===== config.mk =====
export PLATFORM = sky130hd
export DESIGN_NAME = hilo_mdu_sequencer_flat
export DESIGN_NICKNAME = d
export VERILOG_FILES = /design/src/rtl/hilo_mdu_sequencer_pkg.sv /design/src/rtl/hilo_mdu_sequencer_if.sv /design/src/rtl/hilo_mdu_sequencer_iter_mul.sv /design/src/rtl/hilo_mdu_sequencer.sv /design/src/flat_wrapper.sv
export SDC_FILE = /design/constraint.sdc
export NUM_CORES = 1
export LEC_CHECK = 0
export ABC_AREA = 1
export CORE_MARGIN = 2
export CORE_UTILIZATION = 25
export DETAILED_ROUTE_END_ITERATION = 12
export PLACE_DENSITY = 0.46
export SKIP_LAST_GASP = 1
export SYNTH_ARGS = -nofsm -noshare
export SYNTH_HDL_FRONTEND = slang
export SYNTH_HIERARCHICAL = 1
export SYNTH_SLANG_ARGS = --single-unit

===== constraint.sdc =====
create_clock -name Clk -period 3.1 [get_ports Clk]
set_input_delay 0.465 -clock Clk [delete_from_list [all_inputs] [get_ports Clk]]
set_output_delay 0.465 -clock Clk [all_outputs]
set_load 0.01 [all_outputs]

===== src/rtl/hilo_mdu_sequencer_pkg.sv =====
// Shared opcode encodings, state/accumulate enums and the HI/LO type for the
// multiply/divide-unit sequencer.
package mdu_pkg;

  localparam int unsigned XLEN   = 32;
  localparam int unsigned HILO_W = 2 * XLEN;
  localparam int unsigned OP_W   = 5;

  localparam logic [OP_W-1:0] OP_MULT  = 5'b00011;
  localparam logic [OP_W-1:0] OP_MULTU = 5'b00100;
  localparam logic [OP_W-1:0] OP_MADD  = 5'b10100;
  localparam logic [OP_W-1:0] OP_MSUB  = 5'b10101;
  localparam logic [OP_W-1:0] OP_MFHI  = 5'b10111;
  localparam logic [OP_W-1:0] OP_MFLO  = 5'b11000;
  localparam logic [OP_W-1:0] OP_MTHI  = 5'b11001;
  localparam logic [OP_W-1:0] OP_MTLO  = 5'b11010;

  typedef enum logic [1:0] {IDLE, ITER, FIX} state_t;
  typedef enum logic [1:0] {ACC_NONE, ACC_ADD, ACC_SUB} acc_mode_t;
  typedef logic [HILO_W-1:0] hilo_t;

  // Absolute value of a two's-complement operand; unsigned operands pass through.
  function automatic logic [XLEN-1:0] magnitude(input logic [XLEN-1:0] v,
                                                input logic            is_signed);
    return (is_signed && v[XLEN-1]) ? (~v + XLEN'(1)) : v;
  endfunction

endpackage


===== src/rtl/hilo_mdu_sequencer_if.sv =====
// Request/response bundle between decode/execute and the HI/LO sequencer.
interface hilo_mdu_sequencer_if;
  import mdu_pkg::*;

  logic                ReqValid;
  logic                ReqReady;
  logic [OP_W-1:0]     ReqOp;
  logic [XLEN-1:0]     A;
  logic [XLEN-1:0]     B;
  logic                Flush;
  logic                RdValid;
  logic [XLEN-1:0]     RdData;
  logic                Busy;
  hilo_t               HiLo;
  logic                IllegalOp;

  modport master (
    output ReqValid, ReqOp, A, B, Flush,
    input  ReqReady, RdValid, RdData, Busy, HiLo, IllegalOp
  );

  modport slave (
    input  ReqValid, ReqOp, A, B, Flush,
    output ReqReady, RdValid, RdData, Busy, HiLo, IllegalOp
  );

endinterface


===== src/rtl/hilo_mdu_sequencer_iter_mul.sv =====
// Iterative unsigned shift-add multiplier retiring ITER_BITS multiplier bits per
// cycle; done is high during the final iteration cycle.
module mdu_iter_mul
  import mdu_pkg::*;
#(
  parameter int unsigned ITER_BITS = 1
) (
  input  logic            clk,
  input  logic            rst_n,
  input  logic            start,
  input  logic            iterate,
  input  logic [XLEN-1:0] mag_a,
  input  logic [XLEN-1:0] mag_b,
  output logic            done,
  output hilo_t           product
);

  localparam int unsigned N     = XLEN / ITER_BITS;
  localparam int unsigned CNT_W = $clog2(N + 1);

  hilo_t              mcand_q;
  logic [XLEN-1:0]    mplier_q;
  logic [CNT_W-1:0]   cnt_q;
  hilo_t              partial_c;

  // Sum of the ITER_BITS partial products selected by the low multiplier digit.
  always_comb begin
    partial_c = mcand_q * HILO_W'(mplier_q[ITER_BITS-1:0]);
  end

  always_ff @(posedge clk or negedge rst_n) begin
    if (!rst_n) begin
      mcand_q  <= '0;
      mplier_q <= '0;
      cnt_q    <= '0;
      done     <= 1'b0;
      product  <= '0;
    end else if (start) begin
      mcand_q  <= HILO_W'(mag_a);
      mplier_q <= mag_b;
      cnt_q    <= '0;
      done     <= 1'b0;
      product  <= '0;
    end else if (iterate) begin
      product  <= product + partial_c;
      mcand_q  <= mcand_q << ITER_BITS;
      mplier_q <= mplier_q >> ITER_BITS;
      cnt_q    <= cnt_q + CNT_W'(1);
      // Registered look-ahead so done coincides with the last iteration cycle.
      done     <= (cnt_q == CNT_W'(N - 2));
    end
  end

endmodule


===== src/rtl/hilo_mdu_sequencer.sv =====
// HI/LO multiply sequencer: owns {HI,LO}, runs MULT/MULTU (and MADD/MSUB when
// HILO_ACCUM_EN is defined) iteratively, and serves MTHI/MTLO/MFHI/MFLO in IDLE.
module hilo_mdu_sequencer
  import mdu_pkg::*;
#(
  parameter int unsigned ITER_BITS = 1
) (
  input logic                 Clk,
  input logic                 Rst_n,
  hilo_mdu_sequencer_if.slave bus
);

  state_t          state_q, state_d;
  hilo_t           hilo_q, hilo_d;
  logic [XLEN-1:0] rd_data_q, rd_data_d;
  logic            rd_valid_q, rd_valid_d;
  logic            illegal_q, illegal_d;
  logic            busy_q, busy_d;
  logic            ready_q, ready_d;
  logic            neg_q, neg_d;
`ifdef HILO_ACCUM_EN
  acc_mode_t       acc_mode_q, acc_mode_d, acc_mode_c;
`endif

  logic            accept_c;
  logic            is_mul_c;
  logic            is_signed_c;
  logic [XLEN-1:0] mag_a_c, mag_b_c;
  logic            mul_start_c;
  logic            mul_iter_c;
  logic            mul_done;
  hilo_t           mul_product;
  hilo_t           signed_prod_c;
  hilo_t           commit_c;

  assign accept_c = bus.ReqValid & ready_q & ~bus.Flush;
  assign mag_a_c  = magnitude(bus.A, is_signed_c);
  assign mag_b_c  = magnitude(bus.B, is_signed_c);

  // Opcode decode for the multiply class.
  always_comb begin
    is_mul_c    = 1'b0;
    is_signed_c = 1'b0;
`ifdef HILO_ACCUM_EN
    acc_mode_c  = ACC_NONE;
`endif
    case (bus.ReqOp)
      OP_MULT: begin
        is_mul_c    = 1'b1;
        is_signed_c = 1'b1;
      end
      OP_MULTU: is_mul_c = 1'b1;
`ifdef HILO_ACCUM_EN
      OP_MADD: begin
        is_mul_c    = 1'b1;
        is_signed_c = 1'b1;
        acc_mode_c  = ACC_ADD;
      end
      OP_MSUB: begin
        is_mul_c    = 1'b1;
        is_signed_c = 1'b1;
        acc_mode_c  = ACC_SUB;
      end
`endif
      default: ;
    endcase
  end

  mdu_iter_mul #(
    .ITER_BITS (ITER_BITS)
  ) u_iter_mul (
    .clk     (Clk),
    .rst_n   (Rst_n),
    .start   (mul_start_c),
    .iterate (mul_iter_c),
    .mag_a   (mag_a_c),
    .mag_b   (mag_b_c),
    .done    (mul_done),
    .product (mul_product)
  );

  // Sign correction and optional accumulate applied in FIX.
  always_comb begin
    signed_prod_c = neg_q ? (~mul_product + HILO_W'(1)) : mul_product;
`ifdef HILO_ACCUM_EN
    case (acc_mode_q)
      ACC_ADD: commit_c = hilo_q + signed_prod_c;
      ACC_SUB: commit_c = hilo_q - signed_prod_c;
      default: commit_c = signed_prod_c;
    endcase
`else
    commit_c = signed_prod_c;
`endif
  end

  // State register.
  always_ff @(posedge Clk or negedge Rst_n) begin
    if (!Rst_n) state_q <= IDLE;
    else        state_q <= state_d;
  end

  // Next-state logic; Flush aborts ITER and FIX.
  always_comb begin
    state_d = state_q;
    case (state_q)
      IDLE: if (accept_c && is_mul_c) state_d = ITER;
      ITER: begin
        if (bus.Flush)     state_d = IDLE;
        else if (mul_done) state_d = FIX;
      end
      FIX:     state_d = IDLE;
      default: state_d = IDLE;
    endcase
  end

  // Output / datapath next values.
  always_comb begin
    hilo_d      = hilo_q;
    rd_data_d   = rd_data_q;
    rd_valid_d  = 1'b0;
    illegal_d   = 1'b0;
    neg_d       = neg_q;
    mul_start_c = 1'b0;
    mul_iter_c  = 1'b0;
    busy_d      = (state_d != IDLE);
    ready_d     = (state_d == IDLE);
`ifdef HILO_ACCUM_EN
    acc_mode_d  = acc_mode_q;
`endif
    case (state_q)
      IDLE: begin
        if (accept_c) begin
          if (is_mul_c) begin
            mul_start_c = 1'b1;
            neg_d       = is_signed_c & (bus.A[XLEN-1] ^ bus.B[XLEN-1]);
`ifdef HILO_ACCUM_EN
            acc_mode_d  = acc_mode_c;
`endif
          end else begin
            case (bus.ReqOp)
              OP_MTHI: hilo_d[HILO_W-1:XLEN] = bus.A;
              OP_MTLO: hilo_d[XLEN-1:0]      = bus.A;
              OP_MFHI: begin
                rd_data_d  = hilo_q[HILO_W-1:XLEN];
                rd_valid_d = 1'b1;
              end
              OP_MFLO: begin
                rd_data_d  = hilo_q[XLEN-1:0];
                rd_valid_d = 1'b1;
              end
              default: illegal_d = 1'b1;
            endcase
          end
        end
      end
      ITER:    mul_iter_c = ~bus.Flush;
      FIX:     if (!bus.Flush) hilo_d = commit_c;
      default: ;
    endcase
  end

  // Output and context registers.
  always_ff @(posedge Clk or negedge Rst_n) begin
    if (!Rst_n) begin
      hilo_q     <= '0;
      rd_data_q  <= '0;
      rd_valid_q <= 1'b0;
      illegal_q  <= 1'b0;
      busy_q     <= 1'b0;
      ready_q    <= 1'b1;
      neg_q      <= 1'b0;
`ifdef HILO_ACCUM_EN
      acc_mode_q <= ACC_NONE;
`endif
    end else begin
      hilo_q     <= hilo_d;
      rd_data_q  <= rd_data_d;
      rd_valid_q <= rd_valid_d;
      illegal_q  <= illegal_d;
      busy_q     <= busy_d;
      ready_q    <= ready_d;
      neg_q      <= neg_d;
`ifdef HILO_ACCUM_EN
      acc_mode_q <= acc_mode_d;
`endif
    end
  end

  assign bus.ReqReady  = ready_q;
  assign bus.RdValid   = rd_valid_q;
  assign bus.RdData    = rd_data_q;
  assign bus.Busy      = busy_q;
  assign bus.HiLo      = hilo_q;
  assign bus.IllegalOp = illegal_q;

endmodule


===== src/flat_wrapper.sv =====
// flat-port wrapper written by rule: the top's interface ports become plain ports
module hilo_mdu_sequencer_flat import mdu_pkg::*;
#(
  parameter int unsigned ITER_BITS = 1
)
  (Clk, Rst_n, bus_ReqValid, bus_ReqOp, bus_A, bus_B, bus_Flush, bus_ReqReady, bus_RdValid, bus_RdData, bus_Busy, bus_HiLo, bus_IllegalOp);
  hilo_mdu_sequencer_if bus_i ();
  input logic Clk;
  input logic Rst_n;
  input wire logic [$bits(bus_i.ReqValid)-1:0] bus_ReqValid;
  input wire logic [$bits(bus_i.ReqOp)-1:0] bus_ReqOp;
  input wire logic [$bits(bus_i.A)-1:0] bus_A;
  input wire logic [$bits(bus_i.B)-1:0] bus_B;
  input wire logic [$bits(bus_i.Flush)-1:0] bus_Flush;
  output wire logic [$bits(bus_i.ReqReady)-1:0] bus_ReqReady;
  output wire logic [$bits(bus_i.RdValid)-1:0] bus_RdValid;
  output wire logic [$bits(bus_i.RdData)-1:0] bus_RdData;
  output wire logic [$bits(bus_i.Busy)-1:0] bus_Busy;
  output wire logic [$bits(bus_i.HiLo)-1:0] bus_HiLo;
  output wire logic [$bits(bus_i.IllegalOp)-1:0] bus_IllegalOp;
  assign bus_i.ReqValid = bus_ReqValid;
  assign bus_i.ReqOp = bus_ReqOp;
  assign bus_i.A = bus_A;
  assign bus_i.B = bus_B;
  assign bus_i.Flush = bus_Flush;
  assign bus_ReqReady = bus_i.ReqReady;
  assign bus_RdValid = bus_i.RdValid;
  assign bus_RdData = bus_i.RdData;
  assign bus_Busy = bus_i.Busy;
  assign bus_HiLo = bus_i.HiLo;
  assign bus_IllegalOp = bus_i.IllegalOp;
  hilo_mdu_sequencer #(.ITER_BITS(ITER_BITS)) u_core (.Clk(Clk), .Rst_n(Rst_n), .bus(bus_i));
endmodule

==> impl_metrics.toml, run 1 <==
[outcome]
status = "finished clean"

[drt]
wl_met1_mm = 38.8
vias_per_cell = 4.57
firstDrtPassIters = 5
routed-wl-met3_mm = 3.15
ant_nets = 0
highest-signal-layer = "met4"
vias = 21990
drt-initial-drc-count = 1614
post_drt_wl_per_cell_microns = 17.3
met2WireLength_mm = 38.5
wl_mm = 83.3
drc_errors = 0

[timing]
fin_crit_ps = 2720
max_slew_margin = 0.535
fmax_mhz = 367
fin_crit_sh = 0.878
fin_skew_ps = 23.4
rsz0062_at_grt = "false"
setup_violations = 0
tightest_slew_ps = 697
tns_ps = 0
slew_viol_final = 0
hold_viol = 0

[cells_and_area]
diodes = 0
register_area_sq_um = 6760
nets = 3776
syn2layout_area_growth_pct = 20.2
final_common_cell = "nand2_1"
final_cell_mix = "nand2_1, inv_1, nor2_1"
drive_above_1_share = 0.0610
fill_cells = 9743
multi_input_area_sq_um = 12400
final_area_sq_um = 26100

[floorplan]
core_sq_um = 86500
die-area_sq_um = 89300
fp.dieH_microns = 299
die_w_microns = 299
start_util = 0.251
io_pins = 173
rows = 108

[grt]
grt_pass1_vias = 21491
antenna_found_initial = 0
grt_usage = 0.185
grt_pass1_wl_mm = 129
grt_overflow_total = 0
grt_max_degree = 74

[synth]
synth_cell_types = 52
netlist_instances = 3478
yosysSeqAreaShare = 0.311
ys_async_sr_fraction = 1.00
yosys_warnings = 6
synth-edff-count = 0
synthFlopType = "dfrtp_1"
syn_area_per_cell_sq_um = 6.25
synthesis.nets = 3620
ys_ff_latch = 270
netlist_area_sq_um = 21700

[place]
routabilityCongestion = 0.979
io_buffers = 172
hpwl_mm = 67.2
place_area_sq_um = 24900

[critical_path]
end_kind = "flop"
critPathBufInv = 3
crit_family = "simple AND/OR/NAND/NOR gates"
critPathSlowestCell = "dfrtp_2"
worst-path-stages = 15
critPathRequiredTime_ps = 3530
worstPathArrival_ps = 3160
reg2regPathDepth = 15
path_common_cell = "nand2_1"
crit_path_cell_trace = "buf_4 > nand2_1 > inv_1 > ha_1 > nand2_1 > nor2_1 > inv_1 > nor2_1 > nand2_1 > nor2_1 > nand2_1 > nand3_1 > nand2_1 > nand3_1 > nand2_1"
max_stage_delay_ps = 450
r2r_slack_ps = 380
worstPathMaxFanout = 11
critPathLaunchType = "flop"
worstSetupPathType = "flop to flop"

[clock_tree]
cts_tree = "done"
clockBufferDepth = 3
cts_inserted_buffers = 34
ctsResizeCount = 0
htree_levels = 2
clk_pin_slew_ps = 60
cts.sinks = 270
clkLatencyLatePin_ps = 570
ctsRootBufferMaster = "clkbuf_16"

[min_path]
hold_path_class = "input pin to async pin"

[power]
ir_drop_v = 0.000415
cellPowerDensity_nw_per_um2 = 620
leakage_nw = 13.9

[job]
drv_cap = 0
[timing repair]
item / CTS / global route
hold buffers: 1 / 0
hold endpoints to repair: 50 / 0
setup buffers: 0 / 0
[cell families after synthesis]
group,synth area share
AO/OA/AOI/OAI,0.107
XOR/XNOR,0.0318
adder cells (fa/ha/maj),0.0401
buffers and inverters,0.120
flip-flops,0.311
multiplexers,0.0129
AND/OR/NAND/NOR,0.377
[Yosys cell counts, types with 9 or more instances]
library cell | number | area (sq um)
nand2_1 | 1169 | 4390
a31oi_1 | 11 | 68.8
nor2_4 | 9 | 101
nor2_1 | 441 | 1660
buf_4 | 10 | 75.1
xor2_1 | 41 | 359
o21ai_1 | 48 | 240
nand3_2 | 9 | 90.1
buf_2 | 32 | 160
nand2_2 | 35 | 219
inv_1 | 558 | 2090
o21ai_0 | 99 | 495
a22oi_1 | 35 | 263
o22ai_1 | 35 | 219
nand3b_1 | 20 | 150
mux2i_1 | 28 | 280
nand4_1 | 23 | 144
nand3_1 | 195 | 976
a21oi_1 | 120 | 601
inv_2 | 11 | 41.3
o211ai_1 | 25 | 188
xnor2_1 | 38 | 333
ha_1 | 68 | 851
dfrtp_1 | 269 | 6730
nor2_2 | 21 | 131
nor3_1 | 21 | 105
nor3_2 | 9 | 90.1
clkbuf_1 | 43 | 161
[layout make-up]
cell class                      count  area share
Tap cell                         1155      0.0553
Multi-Input combinational cell   2541       0.474
Inverter                          571      0.0821
Timing Repair Buffer              216      0.0856
Sequential cell                   270       0.259
Clock buffer                       47      0.0387
Clock inverter                     13     0.00565
[path summary, 6_finish.rpt]
kind                                                from                             to
max                        u_core/u_iter_mul/mplier_q[0]  u_core/u_iter_mul/product[52]
min                                                Rst_n          u_core/bus.RdData[25]
max reg2reg                u_core/u_iter_mul/mplier_q[0]  u_core/u_iter_mul/product[52]
min reg2reg                         u_core/bus.RdData[6]           u_core/bus.RdData[6]
max in group asynchronous                          Rst_n            u_core/bus.ReqReady
min in group Clk                    u_core/bus.RdData[6]           u_core/bus.RdData[6]
[flip-flops by register name, indices dropped and copies added (netlist names), 2 cells and up]
signal and count:
u_core/bus.RdData 32, u_core/u_iter_mul/product 64, u_core/u_iter_mul/mcand_q 64, u_core/u_iter_mul/cnt_q 6, u_core/u_iter_mul/mplier_q 32, u_core/bus.HiLo 64
u_core/state_q 2
[worst reg2reg max path, stage by stage, from the launching register on]
cell     delay (ps)
dfrtp_2         450
buf_4           190
nand2_1          80
inv_1            80
ha_1            400
nand2_1         130
nor2_1          170
inv_1           110
nor2_1          270
nand2_1         160
nor2_1          110
nand2_1          80
nand3_1          90
nand2_1          50
nand3_1         160
nand2_1          70
[power by group]
part / internal (W) / total [W] / switching (W)
Combinational: 0.00258 / 0.00673 / 0.00415
Clock: 0.00247 / 0.00421 / 0.00175
Sequential: 0.00439 / 0.00526 / 0.000867
[stage by stage]
step / total power (W) / utilization / std cells / setup slack (ps) / hold slack, ps
after floorplan: 0.00947 / - / 3478 / 550 / 169
after global placement: 0.0120 / 0.288 / 4752 / 190 / 443
after detailed placement: 0.0120 / 0.288 / 4752 / 171 / 449
after CTS: 0.0164 / 0.302 / 4813 / 385 / 446
after global routing: 0.0174 / 0.302 / 4813 / 212 / 471
final: 0.0162 / 0.302 / 4813 / 378 / 429
[layer usage]
metal / GRT usage / vias up
li1: - / 11138
met5: 0 / -
met4: 0.0608 / 0
met1: 0.250 / 10253
met2: 0.310 / 497
met3: 0.0172 / 102
Power figures use the tool's default switching activity.
==> run 2, diff against run 1 <==
--- a/config.mk
+++ b/config.mk
@@ -6,6 +6,7 @@
 export NUM_CORES = 1
 export LEC_CHECK = 0
 export ABC_AREA = 1
+export CAP_MARGIN = 20
 export CORE_MARGIN = 2
 export CORE_UTILIZATION = 25
 export DETAILED_ROUTE_END_ITERATION = 12
==> results of run 2 <==
Same layout as run 1: the final DEF is identical, and so are final timing and power.
